`config.mk`:
```
export PLATFORM = sky130hd
export DESIGN_NAME = div_pipe_flat
export DESIGN_NICKNAME = d
export VERILOG_FILES = /design/src/rtl/div_pkg.sv /design/src/rtl/div_pipe_if.sv /design/src/rtl/div_stage.sv /design/src/rtl/div_pipe.sv /design/src/flat_wrapper.sv
export SDC_FILE = /design/constraint.sdc
export NUM_CORES = 2
export LEC_CHECK = 0
export ABC_AREA = 1
export ABC_CLOCK_PERIOD_IN_PS = 18800
export CORE_MARGIN = 4
export CORE_UTILIZATION = 60
export CTS_CLUSTER_DIAMETER = 60
export DETAILED_ROUTE_END_ITERATION = 8
export GPL_TIMING_DRIVEN = 0
export HOLD_SLACK_MARGIN = 0.15
export PLACE_DENSITY = 0.74
export SYNTH_ARGS = -nofsm -noshare
export SYNTH_HDL_FRONTEND = slang
export SYNTH_SLANG_ARGS = --single-unit
```
`constraint.sdc`:
```
create_clock -name clk_i -period 18.8 [get_ports clk_i]
set_clock_uncertainty 0.15 [all_clocks]
set_input_delay 3.76 -clock clk_i [delete_from_list [all_inputs] [get_ports clk_i]]
set_output_delay 3.76 -clock clk_i [all_outputs]
set_load 0.02 [all_outputs]
```
`src/rtl/div_pkg.sv`:
```
// Shared types and constants for the pipelined integer divider.
package div_pkg;

    // Widths the stage payload is built with; the top-level parameters must agree.
    localparam int DIV_DW     = 32;
    localparam int DIV_N_PIPE = 8;
    localparam int DIV_TW     = 4;

    // Most-negative two's-complement value at DIV_DW bits.
    localparam logic [DIV_DW-1:0] DIV_MIN = {1'b1, {(DIV_DW-1){1'b0}}};

    // Everything that travels down the iteration pipeline with one operation.
    typedef struct packed {
        logic [DIV_DW-1:0] rem;     // partial remainder, starts as |A|
        logic [DIV_DW-1:0] quo;     // partial quotient, filled MSB first
        logic [DIV_DW-1:0] b_abs;   // |B|
        logic              q_sign;  // negate quotient at the end
        logic              r_sign;  // negate remainder at the end
        logic              dz;      // divisor was zero
        logic              ovf;     // MIN / -1 in signed mode
        logic              sgn;     // operation was signed
        logic [DIV_DW-1:0] a_orig;  // untouched dividend for forced results
        logic [DIV_TW-1:0] tag;
    } div_stage_t;

    // True when the configuration can be built: whole number of bits per
    // stage, legal width range, and widths matching the payload struct.
    function automatic bit div_cfg_ok(input int dw, input int n_pipe, input int tw);
        return (n_pipe > 0) && (dw % n_pipe == 0) && (dw % 2 == 0) &&
               (dw >= 8) && (dw <= 64) && (dw == DIV_DW) && (tw == DIV_TW);
    endfunction

endpackage

```
`src/rtl/div_pipe_if.sv`:
```
// Request/result bundle of the divider.
// Handshake: start_i is a one-cycle request strobe with no ready; the divider
// takes one operation every cycle. valid_o is a one-cycle result strobe with
// no backpressure; the consumer must take it in that cycle.
interface div_pipe_if import div_pkg::*; #(
    parameter int DW = DIV_DW,
    parameter int TW = DIV_TW
);
    logic          start_i;
    logic          signed_i;
    logic [DW-1:0] A_i;
    logic [DW-1:0] B_i;
    logic [TW-1:0] tag_i;
    logic          flush_i;
    logic          busy_o;
    logic          valid_o;
    logic [DW-1:0] quotient_o;
    logic [DW-1:0] remainder_o;
    logic [TW-1:0] tag_o;
    logic          dz_o;
    logic          ovf_o;

    modport master (
        output start_i, signed_i, A_i, B_i, tag_i, flush_i,
        input  busy_o, valid_o, quotient_o, remainder_o, tag_o, dz_o, ovf_o
    );

    modport slave (
        input  start_i, signed_i, A_i, B_i, tag_i, flush_i,
        output busy_o, valid_o, quotient_o, remainder_o, tag_o, dz_o, ovf_o
    );
endinterface

```
`src/rtl/div_stage.sv`:
```
// One iteration stage: K restoring steps followed by a pipeline register.
module div_stage import div_pkg::*; #(
    parameter int DW  = DIV_DW,
    parameter int K   = 4,
    parameter int IDX = 0
) (
    input  logic       clk_i,
    input  logic       rst_ni,
    input  logic       flush_i,
    input  logic       valid_i,
    input  div_stage_t d_i,
    output logic       valid_o,
    output div_stage_t d_o
);

    logic [2*DW-1:0] rem_w;
    logic [2*DW-1:0] div_w;
    div_stage_t      d_n;

    // Resolve quotient bits DW-1-IDX*K down to DW-(IDX+1)*K by comparing the
    // remainder against |B| shifted to each bit position at double width.
    always_comb begin
        d_n   = d_i;
        rem_w = {{DW{1'b0}}, d_i.rem};
        div_w = '0;
        for (int k = 0; k < K; k++) begin
            div_w = {{DW{1'b0}}, d_i.b_abs} << (DW - 1 - IDX*K - k);
            if (rem_w >= div_w) begin
                rem_w                       = rem_w - div_w;
                d_n.quo[DW - 1 - IDX*K - k] = 1'b1;
            end
        end
        d_n.rem = rem_w[DW-1:0];
    end

    // Valid bit advances unless flushed; cleared asynchronously by reset.
    always_ff @(posedge clk_i or negedge rst_ni) begin
        if (!rst_ni) begin
            valid_o <= 1'b0;
        end else begin
            valid_o <= valid_i & ~flush_i;
        end
    end

    // Payload register, loaded only when an operation is present.
    always_ff @(posedge clk_i) begin
        if (valid_i) begin
            d_o <= d_n;
        end
    end

endmodule

```
`src/rtl/div_pipe.sv`:
```
// Fully pipelined signed/unsigned restoring divider: input stage, N_PIPE
// iteration stages, sign-fix register and output register.
module div_pipe import div_pkg::*; #(
    parameter int DW     = DIV_DW,
    parameter int N_PIPE = DIV_N_PIPE,
    parameter int TW     = DIV_TW
) (
    input logic       clk_i,
    input logic       rst_ni,
    div_pipe_if.slave bus
);

    localparam int K = DW / N_PIPE;

    if (!div_cfg_ok(DW, N_PIPE, TW)) begin : g_cfg_err
        $error("div_pipe: unsupported DW/N_PIPE/TW combination");
    end

    logic          a_neg;
    logic          b_neg;
    div_stage_t    s0_n;
    div_stage_t    s0_q;
    logic          s0_valid_q;

    logic          chain_v [0:N_PIPE];
    div_stage_t    chain_d [0:N_PIPE];
    logic          busy;

    logic [DW-1:0] fix_q_n;
    logic [DW-1:0] fix_r_n;
    logic          post_valid_q;
    logic [DW-1:0] post_q_q;
    logic [DW-1:0] post_r_q;
    logic [TW-1:0] post_tag_q;
    logic          post_dz_q;
    logic          post_ovf_q;

    logic          out_valid_q;
    logic [DW-1:0] out_q_q;
    logic [DW-1:0] out_r_q;
    logic [TW-1:0] out_tag_q;
    logic          out_dz_q;
    logic          out_ovf_q;

    // Input stage: magnitudes, result signs and exception flags.
    always_comb begin
        a_neg         = bus.signed_i & bus.A_i[DW-1];
        b_neg         = bus.signed_i & bus.B_i[DW-1];
        s0_n          = '0;
        s0_n.rem      = a_neg ? -bus.A_i : bus.A_i;
        s0_n.b_abs    = b_neg ? -bus.B_i : bus.B_i;
        s0_n.q_sign   = a_neg ^ b_neg;
        s0_n.r_sign   = a_neg;
        s0_n.dz       = (bus.B_i == '0);
        s0_n.ovf      = bus.signed_i & (bus.A_i == DIV_MIN) & (&bus.B_i);
        s0_n.sgn      = bus.signed_i;
        s0_n.a_orig   = bus.A_i;
        s0_n.tag      = bus.tag_i;
    end

    // Input-stage valid; flush wins over a simultaneous start.
    always_ff @(posedge clk_i or negedge rst_ni) begin
        if (!rst_ni) begin
            s0_valid_q <= 1'b0;
        end else begin
            s0_valid_q <= bus.start_i & ~bus.flush_i;
        end
    end

    // Input-stage payload, captured on every start.
    always_ff @(posedge clk_i) begin
        if (bus.start_i) begin
            s0_q <= s0_n;
        end
    end

    assign chain_v[0] = s0_valid_q;
    assign chain_d[0] = s0_q;

    for (genvar g = 0; g < N_PIPE; g++) begin : g_stage
        div_stage #(
            .DW  (DW),
            .K   (K),
            .IDX (g)
        ) u_stage (
            .clk_i   (clk_i),
            .rst_ni  (rst_ni),
            .flush_i (bus.flush_i),
            .valid_i (chain_v[g]),
            .d_i     (chain_d[g]),
            .valid_o (chain_v[g+1]),
            .d_o     (chain_d[g+1])
        );
    end

    // Busy while any operation sits in the input or iteration stages.
    always_comb begin
        busy = 1'b0;
        for (int i = 0; i <= N_PIPE; i++) begin
            busy = busy | chain_v[i];
        end
    end

    // Sign correction with forced results for divide-by-zero and overflow.
    always_comb begin
        fix_q_n = chain_d[N_PIPE].q_sign ? -chain_d[N_PIPE].quo : chain_d[N_PIPE].quo;
        fix_r_n = chain_d[N_PIPE].r_sign ? -chain_d[N_PIPE].rem : chain_d[N_PIPE].rem;
        if (chain_d[N_PIPE].dz) begin
            fix_q_n = '1;
            fix_r_n = chain_d[N_PIPE].a_orig;
        end else if (chain_d[N_PIPE].ovf & chain_d[N_PIPE].sgn) begin
            fix_q_n = chain_d[N_PIPE].a_orig;
            fix_r_n = '0;
        end
    end

    // Sign-fix stage valid.
    always_ff @(posedge clk_i or negedge rst_ni) begin
        if (!rst_ni) begin
            post_valid_q <= 1'b0;
        end else begin
            post_valid_q <= chain_v[N_PIPE] & ~bus.flush_i;
        end
    end

    // Sign-fix stage payload.
    always_ff @(posedge clk_i) begin
        if (chain_v[N_PIPE]) begin
            post_q_q   <= fix_q_n;
            post_r_q   <= fix_r_n;
            post_tag_q <= chain_d[N_PIPE].tag;
            post_dz_q  <= chain_d[N_PIPE].dz;
            post_ovf_q <= chain_d[N_PIPE].ovf & chain_d[N_PIPE].sgn & ~chain_d[N_PIPE].dz;
        end
    end

    // Output register: pulses valid, holds the last result otherwise.
    always_ff @(posedge clk_i or negedge rst_ni) begin
        if (!rst_ni) begin
            out_valid_q <= 1'b0;
            out_q_q     <= '0;
            out_r_q     <= '0;
            out_tag_q   <= '0;
            out_dz_q    <= 1'b0;
            out_ovf_q   <= 1'b0;
        end else begin
            out_valid_q <= post_valid_q & ~bus.flush_i;
            if (post_valid_q & ~bus.flush_i) begin
                out_q_q   <= post_q_q;
                out_r_q   <= post_r_q;
                out_tag_q <= post_tag_q;
                out_dz_q  <= post_dz_q;
                out_ovf_q <= post_ovf_q;
            end
        end
    end

    assign bus.busy_o      = busy;
    assign bus.valid_o     = out_valid_q;
    assign bus.quotient_o  = out_q_q;
    assign bus.remainder_o = out_r_q;
    assign bus.tag_o       = out_tag_q;
    assign bus.dz_o        = out_dz_q;
    assign bus.ovf_o       = out_ovf_q;

endmodule

```
`src/flat_wrapper.sv`:
```
// flat-port wrapper written by rule: the top's interface ports become plain ports
module div_pipe_flat import div_pkg::*;
#(
    parameter int DW     = DIV_DW,
    parameter int N_PIPE = DIV_N_PIPE,
    parameter int TW     = DIV_TW
)
  (clk_i, rst_ni, bus_start_i, bus_signed_i, bus_A_i, bus_B_i, bus_tag_i, bus_flush_i, bus_busy_o, bus_valid_o, bus_quotient_o, bus_remainder_o, bus_tag_o, bus_dz_o, bus_ovf_o);
  div_pipe_if #(.DW(DW), .TW(TW)) bus_i ();
  input logic clk_i;
  input logic rst_ni;
  input wire logic [$bits(bus_i.start_i)-1:0] bus_start_i;
  input wire logic [$bits(bus_i.signed_i)-1:0] bus_signed_i;
  input wire logic [$bits(bus_i.A_i)-1:0] bus_A_i;
  input wire logic [$bits(bus_i.B_i)-1:0] bus_B_i;
  input wire logic [$bits(bus_i.tag_i)-1:0] bus_tag_i;
  input wire logic [$bits(bus_i.flush_i)-1:0] bus_flush_i;
  output wire logic [$bits(bus_i.busy_o)-1:0] bus_busy_o;
  output wire logic [$bits(bus_i.valid_o)-1:0] bus_valid_o;
  output wire logic [$bits(bus_i.quotient_o)-1:0] bus_quotient_o;
  output wire logic [$bits(bus_i.remainder_o)-1:0] bus_remainder_o;
  output wire logic [$bits(bus_i.tag_o)-1:0] bus_tag_o;
  output wire logic [$bits(bus_i.dz_o)-1:0] bus_dz_o;
  output wire logic [$bits(bus_i.ovf_o)-1:0] bus_ovf_o;
  assign bus_i.start_i = bus_start_i;
  assign bus_i.signed_i = bus_signed_i;
  assign bus_i.A_i = bus_A_i;
  assign bus_i.B_i = bus_B_i;
  assign bus_i.tag_i = bus_tag_i;
  assign bus_i.flush_i = bus_flush_i;
  assign bus_busy_o = bus_i.busy_o;
  assign bus_valid_o = bus_i.valid_o;
  assign bus_quotient_o = bus_i.quotient_o;
  assign bus_remainder_o = bus_i.remainder_o;
  assign bus_tag_o = bus_i.tag_o;
  assign bus_dz_o = bus_i.dz_o;
  assign bus_ovf_o = bus_i.ovf_o;
  div_pipe #(.DW(DW), .N_PIPE(N_PIPE), .TW(TW)) u_core (.clk_i(clk_i), .rst_ni(rst_ni), .bus(bus_i));
endmodule
```
# Yosys cells after proc, flatten, opt, wreduce, memory -nomap -nowiden
# Cells that the tools add are included.
[totals]
regBits = 1208
latch_bits = 0
ramBits = 0
rom_bits = 0
inputBits = 73
elab_cells = 278
n_memories = 0
[op_classes]
addsub = 36
n_mul = 0
div_mod_pow = 0
magnitude_cmp = 32
eq_ne = 1
n_shift = 0
muxes = 39
n_bitwise = 28
n_reduce_logical = 2
[op_table]
columns = ["op", "count"]
rows = [
  ["$mux 64", 24],
  ["$mux 32", 15],
  ["$sub 32x32->32", 8],
  ["$neg 32->32", 4],
  ["$ge 64x32->1", 1],
  ["$ge 64x33->1", 1],
  ["$ge 64x34->1", 1],
  ["$ge 64x36->1", 1],
  ["$ge 64x37->1", 1],
  ["$ge 64x38->1", 1],
  ["$ge 64x40->1", 1],
  ["$ge 64x41->1", 1],
  ["$ge 64x42->1", 1],
  ["$ge 64x44->1", 1],
  ["$ge 64x45->1", 1],
  ["$ge 64x46->1", 1],
  ["$ge 64x48->1", 1],
  ["$ge 64x49->1", 1],
  ["$ge 64x50->1", 1],
  ["$ge 64x52->1", 1],
  ["$ge 64x53->1", 1],
  ["$ge 64x54->1", 1],
  ["$ge 64x56->1", 1],
  ["$ge 64x57->1", 1],
  ["43 further kinds", 67],
]

# Logic depth before layout (Yosys ltp)
[depth]
depth_word = 8
mapped_depth = 72

# Cells and area by module
# A second synthesis with hierarchy kept.
[hier_totals]
hier_cells = 13222
area_unflattened_um2 = 104732.9
[by_module_without_submodules]
columns = ["module", "n_inst", "cells_per_inst", "area_per_inst_um2", "seq_area_each_um2"]
rows = [
  ["div_stage (u_core.g_stage[7].u_stage)", 1, 1797, 13113.8, 4139.0],
  ["div_pipe", 1, 1468, 12622.1, 7051.8],
  ["div_stage (u_core.g_stage[6].u_stage)", 1, 1629, 12373.1, 4139.0],
  ["div_stage (u_core.g_stage[5].u_stage)", 1, 1637, 12320.6, 4139.0],
  ["div_stage (u_core.g_stage[4].u_stage)", 1, 1493, 11821.3, 4139.0],
  ["div_stage (u_core.g_stage[3].u_stage)", 1, 1365, 10973.0, 4139.0],
  ["div_stage (u_core.g_stage[2].u_stage)", 1, 1359, 10876.7, 4139.0],
  ["div_stage (u_core.g_stage[1].u_stage)", 1, 1307, 10737.8, 4139.0],
  ["div_stage (u_core.g_stage[0].u_stage)", 1, 1167, 9894.5, 4139.0],
]

# Worst setup path after synthesis
# OpenSTA, ideal clock, no wires.
[synth_timing]
kind = "reg2reg"
startpoint = "register u_core.g_stage[4].u_stage.d_o[42] (netlist name)"
endpoint = "register u_core.g_stage[5].u_stage.d_o[123] (netlist name) (data pin)"
setup_ns = 0.253
arrival_time_ns = 9.070
required_ns = 18.397
path_slack_ns = 9.327
path_stages_with_launch = 66
n_path_buf = 6
synth_period_minus_slack_ns = 9.473
cell_sequence = "edfxtp_1 inv_1 ha_1 nand2_1 o21ai_2 nand2_1 nand2_1 nand2_1 nand3_1 nand3b_2 nand2_1 inv_1 clkbuf_1 clkbuf_1 nand2_1 o21ai_0 ha_1 a21oi_1 [30 not listed] o21ai_0 a21oi_1 o21ai_0 nand2_1 nand2_1 inv_1 nand2_1 nand2_1 nand2_1 nand2_1 nand3_1 nor2_1 o21ai_1 nor2_4 nand3_4 buf_6 nand2_1 nand2_1"
[synth_lines]
columns = ["element", "line_no", "text"]
rows = [
  ["from (decl)", "div_stage.sv:13", "output div_stage_t d_o"],
  ["from (signal assigned)", "div_stage.sv:48", "d_o <= d_n;"],
  ["to (signal assigned)", "div_stage.sv:48", ""],
  ["to (decl)", "div_stage.sv:13", ""],
]

==> results.txt <==
Worst Path Max Fanout - 10
Synth Instances - 12100
per-cell routed wire length - 21.4 um
hold_buf cts - 0
Gate power share - 8.8%
Max Cap Viol - 0
Async SR Flop Fraction - 6.75%
Seq/Total Area, Yosys - 37.1%
first-pass GRT wire length - 476 mm
Worst Setup End Kind - register
final wirelength - 313 mm
Setup CP Type - reg2reg
worst skew pair latency - 780 ps
final routed DRC violation total - 0
Area Overhead vs Synth - 8.90%
Die X - 408 um
via count - 88600
count of final setup violators - 0
Via density - 6.07
unrepaired setup endpoints after global routing - false
Sum Neg Setup Slack - 0 ps
I/O pins - 145
final hold violation count - 0
share of cells above drive strength 1 - 4.12%
Die Y - 408 um
htree depth - 3
fin crit share - 73.9%
grt total ovfl - 0
placed wire-length estimate - 249 mm
post_cts resized - 0
PwrDens - 58.4 nW/um2
largest net degree at the start of global routing - 79
GRT Resource Usage Total - 36.4%
clk buf depth - 3
VDD IR-drop max - 0.0859 mV
number of core rows - 146
Synth cell types - 81
Fmax - 72.0 MHz
Synth Register Bits - 1200
DRT antenna net count - 0
Post-synth top flop - edfxtp_1
switch share - 25.0%
Tot Pwr - 0.00611 W
CTS tree - built
P_sw - 0.00152 W
setup bufs post-CTS - 0
Clock power frac - 41.1%
final net count - 13400
clk root buf - clkbuf_16
CP dominant cell by count - nand2_1
Syn Nets - 13100
HP Class - reg2reg
core area - 159000 um2
LEAKAGE - 47.8 nW
synth warn - 0
TritonRoute pass-1 iters - 9
initial antenna violation count - 16
Final Core Density - 65.9%
internal power - 0.00458 W
slowest CP cell - buf_1
Worst Path Arrival - 14220 ps
worst stage delay on the critical path - 770 ps
EDFF count, synth - 1119
clock period minus worst slack - 13890 ps
Worst setup SP type - register
Initial Util - 60.5%
IO buf count - 144
Final Max Slew Viols - 0
Seq pwr share - 50.0%
die area - 166000 um2
pre-CTS WS - 5230 ps
outcome - complete, no violations
final hold slack - 205 ps
relative slew slack - 30.8%
CTS Buf Count - 119
clock transition at the registers of the reported paths - 70 ps
vias in the first global route - 84500
GPL Wtd Cong - 1.08
slack of the critical path - 4910 ps
Filler cells - 13500
Worst-Margin Slew - 1020 ps
DRT iter0 DRCs - 9912
clk sinks - 1200
WP data required - 19130 ps
Synth Cell Area - 96000 um2
Mean Syn Cell Area - 7.91 um2
## critical path: cells and delay by family, from the launching register on
kind | cells | cell delay (ps)
buffers and inverters | 9 | 2420
AO/OA/AOI/OAI | 18 | 4590
flip-flops | 1 | 490
adder cells (fa/ha/maj) | 3 | 1190
AND/OR/NAND/NOR | 35 | 4690
## registers in the layout, indices dropped and copies added, names as in the netlist, 4 cells and up
name and flops:
u_core.g_stage.u_stage.valid_o 8, u_core.post_tag_q 4, u_core.bus.remainder_o 32, u_core.g_stage.u_stage.d_o 945, u_core.chain_d 104, u_core.bus.quotient_o 32
u_core.post_q_q 32, u_core.bus.tag_o 4, u_core.post_r_q 32
## power by group through the flow
stage	combinational (W)	clock, W	sequential [W]
global route	0.000592	0.00266	0.00305
detailed placement	0.000521	0	0.00311
CTS	0.000528	0.00253	0.00305
finish	0.000539	0.00251	0.00306
floorplan	0.000342	0	0.00308
global placement	0.000498	0	0.00311
## Yosys cell counts (45+ instances only)
library cell	instances	area, um2
edfxtp_1	1119	33600
ha_1	894	11200
nor2_1	1097	4120
a21oi_1	1028	5140
a21boi_0	45	338
nand2_1	2959	11100
o21ai_1	58	290
a21o_1	72	541
o21bai_1	58	435
nor3_1	182	911
buf_2	54	270
nor4_1	69	432
o21ai_0	796	3980
xnor2_1	348	3050
dfrtp_1	81	2030
clkbuf_1	102	383
nand3_1	430	2150
xor2_1	442	3870
nand4_1	245	1530
inv_1	1377	5170
o21a_1	47	353
a31oi_1	112	701
## placed cells by master, fill, tap and decap left out, types with 27 or more instances in the layout
cell type,synthesis,layout
inv_1,1377,1377
a21o_1,72,72
clkbuf_1,102,112
xnor2_1,348,348
a21oi_1,1028,1028
ha_1,894,894
o21ai_1,58,58
a31oi_1,112,112
a211oi_1,27,27
xor2_1,442,442
o21ai_0,796,796
dfrtp_1,81,72
a21boi_0,45,45
nor4_1,69,68
nand2_2,38,38
edfxtp_1,1119,1119
clkbuf_16,0,120
fa_1,31,31
nand2_1,2959,2959
inv_2,33,33
o21bai_1,58,58
nor2_1,1097,1097
nor3_1,182,181
buf_2,54,54
clkdlybuf4s50_1,0,142
nand3_1,430,430
o211ai_1,28,28
o21a_1,47,47
nand4_1,245,245
## routing by layer
metal	global-route usage [%]	up-vias	part of all wire, %
li1	-	42000	-
met1	47.2	41000	40
met2	57.4	4566	44
met3	6.33	1006	9.2
met4	21.1	14	6.9
met5	0	-	0.029
## area by class of cell
class                           count  area (um2)  area share [%]
Tap cell                         2072        2590            2.48
Buffer                            210        1040           0.995
Sequential cell                  1200       35700            34.1
Inverter                         1420        5330            5.10
Antenna cell                        8        20.0          0.0191
Timing Repair Buffer              155        1720            1.64
Clock buffer                      135        3110            2.97
Multi-Input combinational cell   9307       54000            51.7
Clock inverter                     89        1060            1.01
## metrics by stage
stage          std cells  cell area (um2)
2_1_floorplan      12100            96000
3_3_place_gp       14400           100000
3_5_place_dp       14400           100000
4_1_cts            14600           105000
5_1_grt            14600           105000
6_report           14600           105000
## final timing paths
kind | slack, ps | from | endpoint | cells after the start
min | 200 | u_core.g_stage[5].u_stage.d_o[89] | u_core.g_stage[6].u_stage.d_o[89] | 0
max reg2reg | 4910 | u_core.g_stage[3].u_stage.d_o[115] | u_core.g_stage[4].u_stage.d_o[122] | 65
max | 4910 | u_core.g_stage[3].u_stage.d_o[115] | u_core.g_stage[4].u_stage.d_o[122] | 65
max in group asynchronous | 15160 | rst_ni | u_core.s0_valid_q | 2
min in group asynchronous | 2680 | rst_ni | u_core.bus.remainder_o[30] | 1
min reg2reg | 200 | u_core.g_stage[5].u_stage.d_o[89] | u_core.g_stage[6].u_stage.d_o[89] | 0
## kinds of logic after synthesis
logic type / Yosys count / share of synthesized area [%]
AOI/OAI and AO/OA: 2409 / 14.0
xor gates and xnor gates: 790 / 7.21
adders and majority gates: 925 / 12.3
buffers and inverters: 1630 / 6.64
DFF: 1200 / 37.1
and+or+nand+nor: 5183 / 22.8
(Power assumes the default switching activity.)
